<file path="src/rtl/fp_mul_arbiter.sv">
// Round-robin front end sharing one pipelined fpMul among NUM_REQ requesters.
// Ports: req_* operand handshakes in, mul_* to/from fpMul, rsp_* result FIFO out, busy.
module fp_mul_arbiter #(
   parameter  int EXPONENT_WIDTH = 5,
   parameter  int MANTISSA_WIDTH = 10,
   parameter  int NUM_REQ        = 4,
   parameter  int MUL_LATENCY    = 1,
   parameter  int FIFO_DEPTH     = 4,
   localparam int W   = EXPONENT_WIDTH + MANTISSA_WIDTH + 1,
   localparam int IDW = $clog2(NUM_REQ)
) (
   input  logic                 clk,
   input  logic                 rst_n,
   input  logic [NUM_REQ-1:0]   req_valid,
   input  logic [NUM_REQ*W-1:0] req_a,
   input  logic [NUM_REQ*W-1:0] req_b,
   output logic [NUM_REQ-1:0]   req_ready,
   output logic [W-1:0]         mul_a,
   output logic [W-1:0]         mul_b,
   output logic                 mul_valid,
   input  logic [W-1:0]         mul_result,
   output logic                 rsp_valid,
   output logic [IDW-1:0]       rsp_id,
   output logic [W-1:0]         rsp_data,
   input  logic                 rsp_ready,
   output logic                 busy
);

   localparam int AW = (FIFO_DEPTH > 1) ? $clog2(FIFO_DEPTH) : 1;
   localparam int CW = $clog2(FIFO_DEPTH + 1);
   localparam int FW = $clog2(MUL_LATENCY + 2);

   logic [IDW-1:0]     ptr;
   logic [IDW-1:0]     grant_id;
   logic [IDW-1:0]     idx;
   logic               grant_any;
   logic               credit;
   logic               transfer;

   logic [MUL_LATENCY:0] tag_vld;
   logic [IDW-1:0]       tag_id [MUL_LATENCY+1];
   logic [FW-1:0]        inflight;

   logic [IDW+W-1:0]   mem [FIFO_DEPTH];
   logic [AW-1:0]      head;
   logic [AW-1:0]      tail;
   logic [CW-1:0]      count;
   logic [IDW+W-1:0]   head_q;
   logic               push;
   logic               pop;

   function automatic logic [AW-1:0] wrap_inc(input logic [AW-1:0] p);
      return (p == AW'(FIFO_DEPTH - 1)) ? '0 : p + AW'(1);
   endfunction

   // first valid requester at or after ptr, ascending with wrap
   always_comb begin
      grant_any = 1'b0;
      grant_id  = ptr;
      idx       = ptr;
      for (int k = 0; k < NUM_REQ; k++) begin
         idx = ptr + IDW'(k);
         if (!grant_any && req_valid[idx]) begin
            grant_any = 1'b1;
            grant_id  = idx;
         end
      end
   end

   always_comb begin
      inflight = '0;
      for (int s = 0; s <= MUL_LATENCY; s++)
         inflight = inflight + FW'(tag_vld[s]);
   end

   // every accepted op owns a slot until it has been popped
   assign credit    = (int'(count) + int'(inflight)) < FIFO_DEPTH;
   assign req_ready = (credit && grant_any) ?
                      (NUM_REQ'(1) << grant_id) : '0;
   assign transfer  = |(req_valid & req_ready);

   always_ff @(posedge clk) begin
      if (!rst_n) begin
         ptr       <= '0;
         mul_a     <= '0;
         mul_b     <= '0;
         mul_valid <= 1'b0;
         tag_vld   <= '0;
      end else begin
         mul_valid  <= transfer;
         tag_vld[0] <= transfer;
         for (int s = 1; s <= MUL_LATENCY; s++)
            tag_vld[s] <= tag_vld[s-1];
         if (transfer) begin
            ptr   <= grant_id + IDW'(1);
            mul_a <= req_a[grant_id*W +: W];
            mul_b <= req_b[grant_id*W +: W];
         end
      end
   end

   always_ff @(posedge clk) begin
      tag_id[0] <= grant_id;
      for (int s = 1; s <= MUL_LATENCY; s++)
         tag_id[s] <= tag_id[s-1];
   end

   // the last tag stage lines up with mul_result
   assign push = tag_vld[MUL_LATENCY];
   assign pop  = rsp_valid & rsp_ready;

   always_ff @(posedge clk) begin
      if (push)
         mem[tail] <= {tag_id[MUL_LATENCY], mul_result};
   end

   always_ff @(posedge clk) begin
      if (!rst_n) begin
         head  <= '0;
         tail  <= '0;
         count <= '0;
      end else begin
         if (push)
            tail <= wrap_inc(tail);
         if (pop)
            head <= wrap_inc(head);
         count <= count + CW'(push) - CW'(pop);
      end
   end

   assign head_q    = mem[head];
   assign rsp_valid = (count != '0);
   assign rsp_id    = rsp_valid ? head_q[IDW+W-1:W] : '0;
   assign rsp_data  = rsp_valid ? head_q[W-1:0] : '0;
   assign busy      = (inflight != '0) | rsp_valid;

endmodule

</file>
<file path="config.mk">
export PLATFORM = sky130hd
export DESIGN_NAME = fp_mul_arbiter
export DESIGN_NICKNAME = d
export VERILOG_FILES = /design/src/rtl/fp_mul_arbiter.sv
export SDC_FILE = /design/constraint.sdc
export NUM_CORES = 1
export LEC_CHECK = 0
export ABC_CLOCK_PERIOD_IN_PS = 3200
export CAP_MARGIN = 25
export CORE_AREA = 5 5 106 128
export CTS_BUF_LIST = sky130_fd_sc_hd__clkbuf_4
export DETAILED_ROUTE_END_ITERATION = 10
export DIE_AREA = 0 0 111 133
export HOLD_SLACK_MARGIN = 0.06
export PLACE_DENSITY = 0.94
export SYNTH_ARGS = -nofsm -noshare
export SYNTH_HDL_FRONTEND = slang
export SYNTH_SLANG_ARGS = --single-unit
</file>
<file path="constraint.sdc">
create_clock -name clk -period 3.2 [get_ports clk]
set_input_delay 0.32 -clock clk [delete_from_list [all_inputs] [get_ports clk]]
set_output_delay 0.32 -clock clk [all_outputs]
set_load 0.01 [all_outputs]
</file>
Word level (Yosys, flattened, before mapping)
Memories as Yosys holds them, arrays and structs flattened. A register that Yosys moved wholly into a read port is not among the register bits. Index checks and enable logic that the tools add are counted.

Bits in registers: 44. Bits of input ports: 151. Memories kept: 2. Output and inout bits: 57. RAM bits: 76.

Memory list: mem (depth 4, width 18, rd ports 1, clocked after Yosys merged registers in 1, write ports 1, line 44) `logic [IDW+W-1:0] mem [FIFO_DEPTH];`; tag_id (depth 2, width 2, rd ports 2, clocked after Yosys merged registers in 0, write ports 2, line 41) `logic [IDW-1:0] tag_id [MUL_LATENCY+1];`.

Shift-type cells: 3. Mux-type cells: 24. Bitwise operators: 3. Add/sub/neg operators: 10. Equality and inequality tests: 2. Reductions and logical operators: 10. $lt $le $gt $ge: 5.

Operators with widths (count): $shiftx 64x7->16 (2); $mux 16 (1); $mux 2 (8); $lt 2x3->1 const B (4); $mux 1 (10); $add 2x1->2 const B (4); $bmux 1 s2 (4); $add 2x2->2 const B (2); $add 3x2->4 (1); $and 4x4->4 (1); $eq 2x2->1 const B (2); $logic_and 1x1->1 (4); $lt 4x3->1 const B (1); $mux 4 (1); $reduce_or 4->1 (1); $shl 1x2->4 const A (1); $add 3x1->3 (1); $logic_not 1->1 (3); $reduce_bool 3->1 (1); $sub 3x1->3 (1); $add 1x1->2 (1); $reduce_bool 2->1 (1); $and 1x1->1 (1); $or 1x1->1 (1).

Longest topological paths before layout
Word-level depth: 16. Gate-level depth with buffers: 11. Depth with buffers taken out: 11.

Least setup slack after synthesis
OpenSTA, ideal clock, no wires.

Kind: reg2reg. Start: reg count[2]. End: reg count[2]. Stages on the path, launching flop included: 12. Data arrival time: 2.022 ns. Slack: 1.063 ns. Data required time: 3.085 ns. Library setup time: 0.115 ns. Path buffers: 0. Cells stage by stage: dfxtp_1 nor3_1 inv_1 nand2_1 inv_1 ha_1 inv_1 ha_1 fa_1 xor2_1 xnor2_1 and2_1.

Word-level cells in the longest chain between the ends: 3. Elaborated cells between the ends (all ways): 4. Classes of those cells: 2 x add/sub; 1 x bitwise; 1 x reduce/logical.

Ends and longest elaborated chain: start: declaration (line 47) `logic [CW-1:0] count;`; start signal: assignment (line 127) `count <= count + CW'(push) - CW'(pop);`; $reduce_bool 3->1 (line 132) `assign rsp_valid = (count != '0);`; $and 1x1->1 (line 110) `assign pop = rsp_valid & rsp_ready;`; net pop (line 50) `logic pop;`; $sub 3x1->3 (line 127).

The timed path passes the listed nets, and every way through them passes these cells. A chain may end at the register's enable or synchronous reset.

Worst setup path after layout
Start: reg tag_vld[1]. End: out req_ready[3].

Word-level cells in the longest chain between the ends: 5.

Ends and longest elaborated chain: start: declaration (line 40) `logic [MUL_LATENCY:0] tag_vld;`; start signal: indexed assignment (line 93) `tag_vld[s] <= tag_vld[s-1];`; $add 1x1->2 (line 73) `inflight = inflight + FW'(tag_vld[s]);`; $add 3x2->4 (line 77) `assign credit = (int'(count) + int'(inflight)) < FIFO_DEPTH;`; $lt 4x3->1 (line 77); $logic_and 1x1->1 (line 78) `assign req_ready = (credit && grant_any) ?`; $mux 4 (line 78); end: declaration (line 17) `output logic [NUM_REQ-1:0] req_ready,`.

No other way between the ends.

==> impl_results.md <==
- Ratio of cells with drive above 1 in the final layout: 13.2%
- CTS Sinks: 121
- CP arrival: 2.73 ns
- Highest clock rate: 328 MHz
- DR iter-0 viols: 442
- Share of the clock period used by the worst path: between 90 and 100%
- Number of remaining DRC errors: 0
- Number of flops mapped to enable cells by yosys: 72
- CP Cell Sequence: ha_1 -> ha_1 -> a311oi_4 -> buf_4 -> o41ai_4 -> a21oi_1 -> clkdlybuf4s50_1
- Count of nets left with antenna violations after detail routing: 0
- Number of global-route vias before repair: 5,183
- Met3 WL: ~1.3 mm
- Result of the run: complete, no violations
- Number of pins with negative max-slew slack in the final report: 0
- CORE AREA: between 0.01 and 0.015 mm^2
- Nets: about 860
- Buffers and inverters on the worst path: 2
- Number of buffers inserted by port buffering: between 200 and 250
- Relative slew slack: a little over a third
- Initial Util: ~50%
- Most used cells in the layout excluding fill and tap cells: sky130_fd_sc_hd__clkdlybuf4s50_1 (207), sky130_fd_sc_hd__edfxtp_1 (72), sky130_fd_sc_hd__dfxtp_1 (48), sky130_fd_sc_hd__a211oi_1 (38), sky130_fd_sc_hd__inv_1 (30)
- Post-synthesis sequential area ratio: 52.1%
- Floorplan die area: about 0.015 mm^2
- Met2 WL post-DR: ~8.8 mm
- Final-report hold violation count: 0
- H-Tree Depth: 4
- Initial antenna violation count: 1
- Pin count of the biggest net entering global routing: 33
- Post-Route Skew: 0.0263 ns
- Cell with the largest stage delay on the worst path: sky130_fd_sc_hd__clkdlybuf4s50_1
- CP required: approximately 2.9 ns
- Count of pins on the block boundary: 208
- Primary flip-flop cell chosen by synthesis mapping: sky130_fd_sc_hd__edfxtp_1
- Metal1 wirelength: 5.82 mm
- Static leakage power: a little over 0.003 uW
- Routed length per instance: 18.8 um
- Post-placement setup slack: between 0.4 and 0.5 ns
- Total power per unit cell area: 700 mW/mm^2
- Most common cell after layout, fill and taps aside: sky130_fd_sc_hd__clkdlybuf4s50_1
- Final critical-path setup slack: 0.148 ns
- Critical Path End Type: primary output
- Post-Synthesis Mean Instance Area: 12.3 um^2
- Latest clock arrival within the worst-skew pair: around 0.5 ns
- Netlist area before placement: between 0.006 and 0.007 mm^2
- Final critical path time including I/O delays and setup: 3.05 ns
- Clk Tree Root Cell: sky130_fd_sc_hd__clkbuf_4
- Category of the critical setup timing path: reg -> out
- GRT overflow: 0
- Startpoint type of the worst setup path: register
- Die outline width: 111 um
- Ys async rst share: 0%
- Crit path largest cell delay: between 0.5 and 0.6 ns
- Top delay family on crit path: buffers and inverters
- Detailed-router iteration count before antenna repair: 5
- Area contributors post-synth: sky130_fd_sc_hd__edfxtp_1 (36%), sky130_fd_sc_hd__dfxtp_1 (16%), sky130_fd_sc_hd__mux4_2 (6.7%), sky130_fd_sc_hd__a211oi_1 (4.7%), sky130_fd_sc_hd__mux2_4 (4.0%)
- Vert. Die Dim: 133 um
- Most numerous cell on the critical path: sky130_fd_sc_hd__ha_1
- Final total negative setup slack: 0 ns
- Vias per inst: 5.55
- Number of buffers added by the clock tree synthesis step: 17
- Final number of setup-violating endpoints: 0
- Maximum fanout count along the critical path: 9
- DR vias: roughly 4,800
- Number of rows created at floorplan: 45
- Post-Synthesis Cells: 491
- Synthesized netlist net count: between 600 and 700
- Highest metal layer with signal wires: met4
- Sequential cell area: 0.00314 mm^2
- Yosys top cell by area: sky130_fd_sc_hd__edfxtp_1
- Worst hold-check path type: reg -> reg
- Synthesized flop and latch total: approximately 120
- Post-DP HPWL: 12.2 mm
- Max Root-Sink Buffers: 2
- Final estimated routing congestion in global placement: 0.911
- Clock slew at reported path FFs: 0.10 ns
- FILL cells: 839
- RSZ-0062 raised after global routing: false
- Layout-stage area growth over the synthesis result: 41.2%
- Clock tree from TritonCTS: built
- Worst vdd ir: 0.292 mV
- Transition time at the pin with the least slew margin: 0.951 ns
- Share of Yosys cell area claimed by the top area cell type: 35.9%
- Total wirelength of the detailed-routed design: 16.4 mm
- Count of cell types in the netlist: 52
- Global-route usage over all layers: 22.1%
- Synth warn: 0
- Total of max-cap violations: 0
- Global-route wire length before repair: roughly 26 mm
- Area of combinational cells with multiple inputs: 0.00254 mm^2
## area by class of cell
cell class / instances / share of cell area, %
flip-flops and latches: 121 / 36.9
multi-input cells: 299 / 29.8
repair buffers: 223 / 25.9
well taps: 164 / 2.41
clock inverters: 12 / 1.78
clock buffers: 20 / 1.76
inverters: 32 / 1.41
diodes: 1 / 0.0294
## per-stage QoR
stage / hold WS, ns / instance area (um^2) / instances / utilization [%] / total power (uW)
after floorplan: 0.310 / 6030 / 491 / - / 3660
after global placement: 0.311 / 8180 / 837 / 66.4 / 4740
after detailed placement: 0.316 / 8180 / 837 / 66.4 / 4840
after CTS: 0.338 / 8510 / 870 / 69.0 / 5990
after global routing: 0.355 / 8520 / 872 / 69.1 / 6310
final: 0.335 / 8520 / 872 / 69.1 / 5960
## repair_timing
| item | in CTS | in global routing |
|---|---|---|
| pin swaps | 0 | 1 |
| setup buffers | 1 | 1 |
| setup endpoints to repair | 2 | 2 |
| hold endpoints to repair | 0 | 0 |
| hold buffers | 0 | 0 |
| resized for setup | 2 | 0 |
## synth_stat cells, types with 2 or more instances
library cell	number
sky130_fd_sc_hd__a211oi_1	38
sky130_fd_sc_hd__a21oi_1	6
sky130_fd_sc_hd__a221oi_1	13
sky130_fd_sc_hd__and2_1	29
sky130_fd_sc_hd__buf_12	2
sky130_fd_sc_hd__buf_2	9
sky130_fd_sc_hd__buf_4	6
sky130_fd_sc_hd__buf_6	5
sky130_fd_sc_hd__clkbuf_1	17
sky130_fd_sc_hd__dfxtp_1	49
sky130_fd_sc_hd__edfxtp_1	72
sky130_fd_sc_hd__ha_1	10
sky130_fd_sc_hd__inv_1	30
sky130_fd_sc_hd__inv_2	2
sky130_fd_sc_hd__mux2_2	3
sky130_fd_sc_hd__mux2_4	16
sky130_fd_sc_hd__mux2i_1	15
sky130_fd_sc_hd__mux4_2	18
sky130_fd_sc_hd__nand2_1	5
sky130_fd_sc_hd__nand2b_1	3
sky130_fd_sc_hd__nand3_1	2
sky130_fd_sc_hd__nor2_1	25
sky130_fd_sc_hd__nor2b_1	5
sky130_fd_sc_hd__nor3_1	5
sky130_fd_sc_hd__nor3b_1	3
sky130_fd_sc_hd__o21ai_0	11
sky130_fd_sc_hd__o21ai_1	25
sky130_fd_sc_hd__o22ai_1	13
sky130_fd_sc_hd__o2bb2ai_1	19
sky130_fd_sc_hd__or2_0	13
## flip-flops by register name, summed over array words and instances, names as in the netlist, named ones only
signal and count:
mem 72, mul_a 16, mul_b 16, tag_id 4, count 3, head 2
ptr 2, tag_vld 2, tail 2
## where the power goes
group,switching [uW],total [uW],leakage [uW],internal (uW)
combinational,1260,2700,0.00187,1440
clock,556,1120,0.000164,566
sequential,189,2140,0.00106,1950
## final timing paths
kind | cells past startpoint | slack [ns] | end | start
hold reg to reg | 0 | 0.33 | tag_id[0][2] | tag_id[0][0]
setup / recovery | 7 | 0.15 | req_ready[3] | tag_vld[1]
setup reg to reg | 11 | 0.50 | count[2] | count[2]
hold / removal | 0 | 0.33 | tag_id[0][2] | tag_id[0][0]
## routing by layer
layer / GRT usage, % / up-vias
met1: 22.3 / 2318
met3: 7.87 / 33
met2: 40.5 / 229
met5: 0 / -
li1: - / 2263
met4: 10.4 / 0
## logic make-up (layout without fill, tap and decap cells)
logic type               count (synthesis)  after routing  synth area share [%]
AO/OA/AOI/OAI                          138            138                  16.5
flip-flops                             121            121                  52.1
AND/OR/NAND/NOR                         96             96                  8.78
buffers and inverters                   71            287                  6.14
multiplexers                            52             52                  13.8
adder cells (fa/ha/maj)                 11             11                  2.41
XOR/XNOR                                 2              2                 0.291
other                                    0              1                     0
No activity file was read; power rests on OpenSTA's default activity.
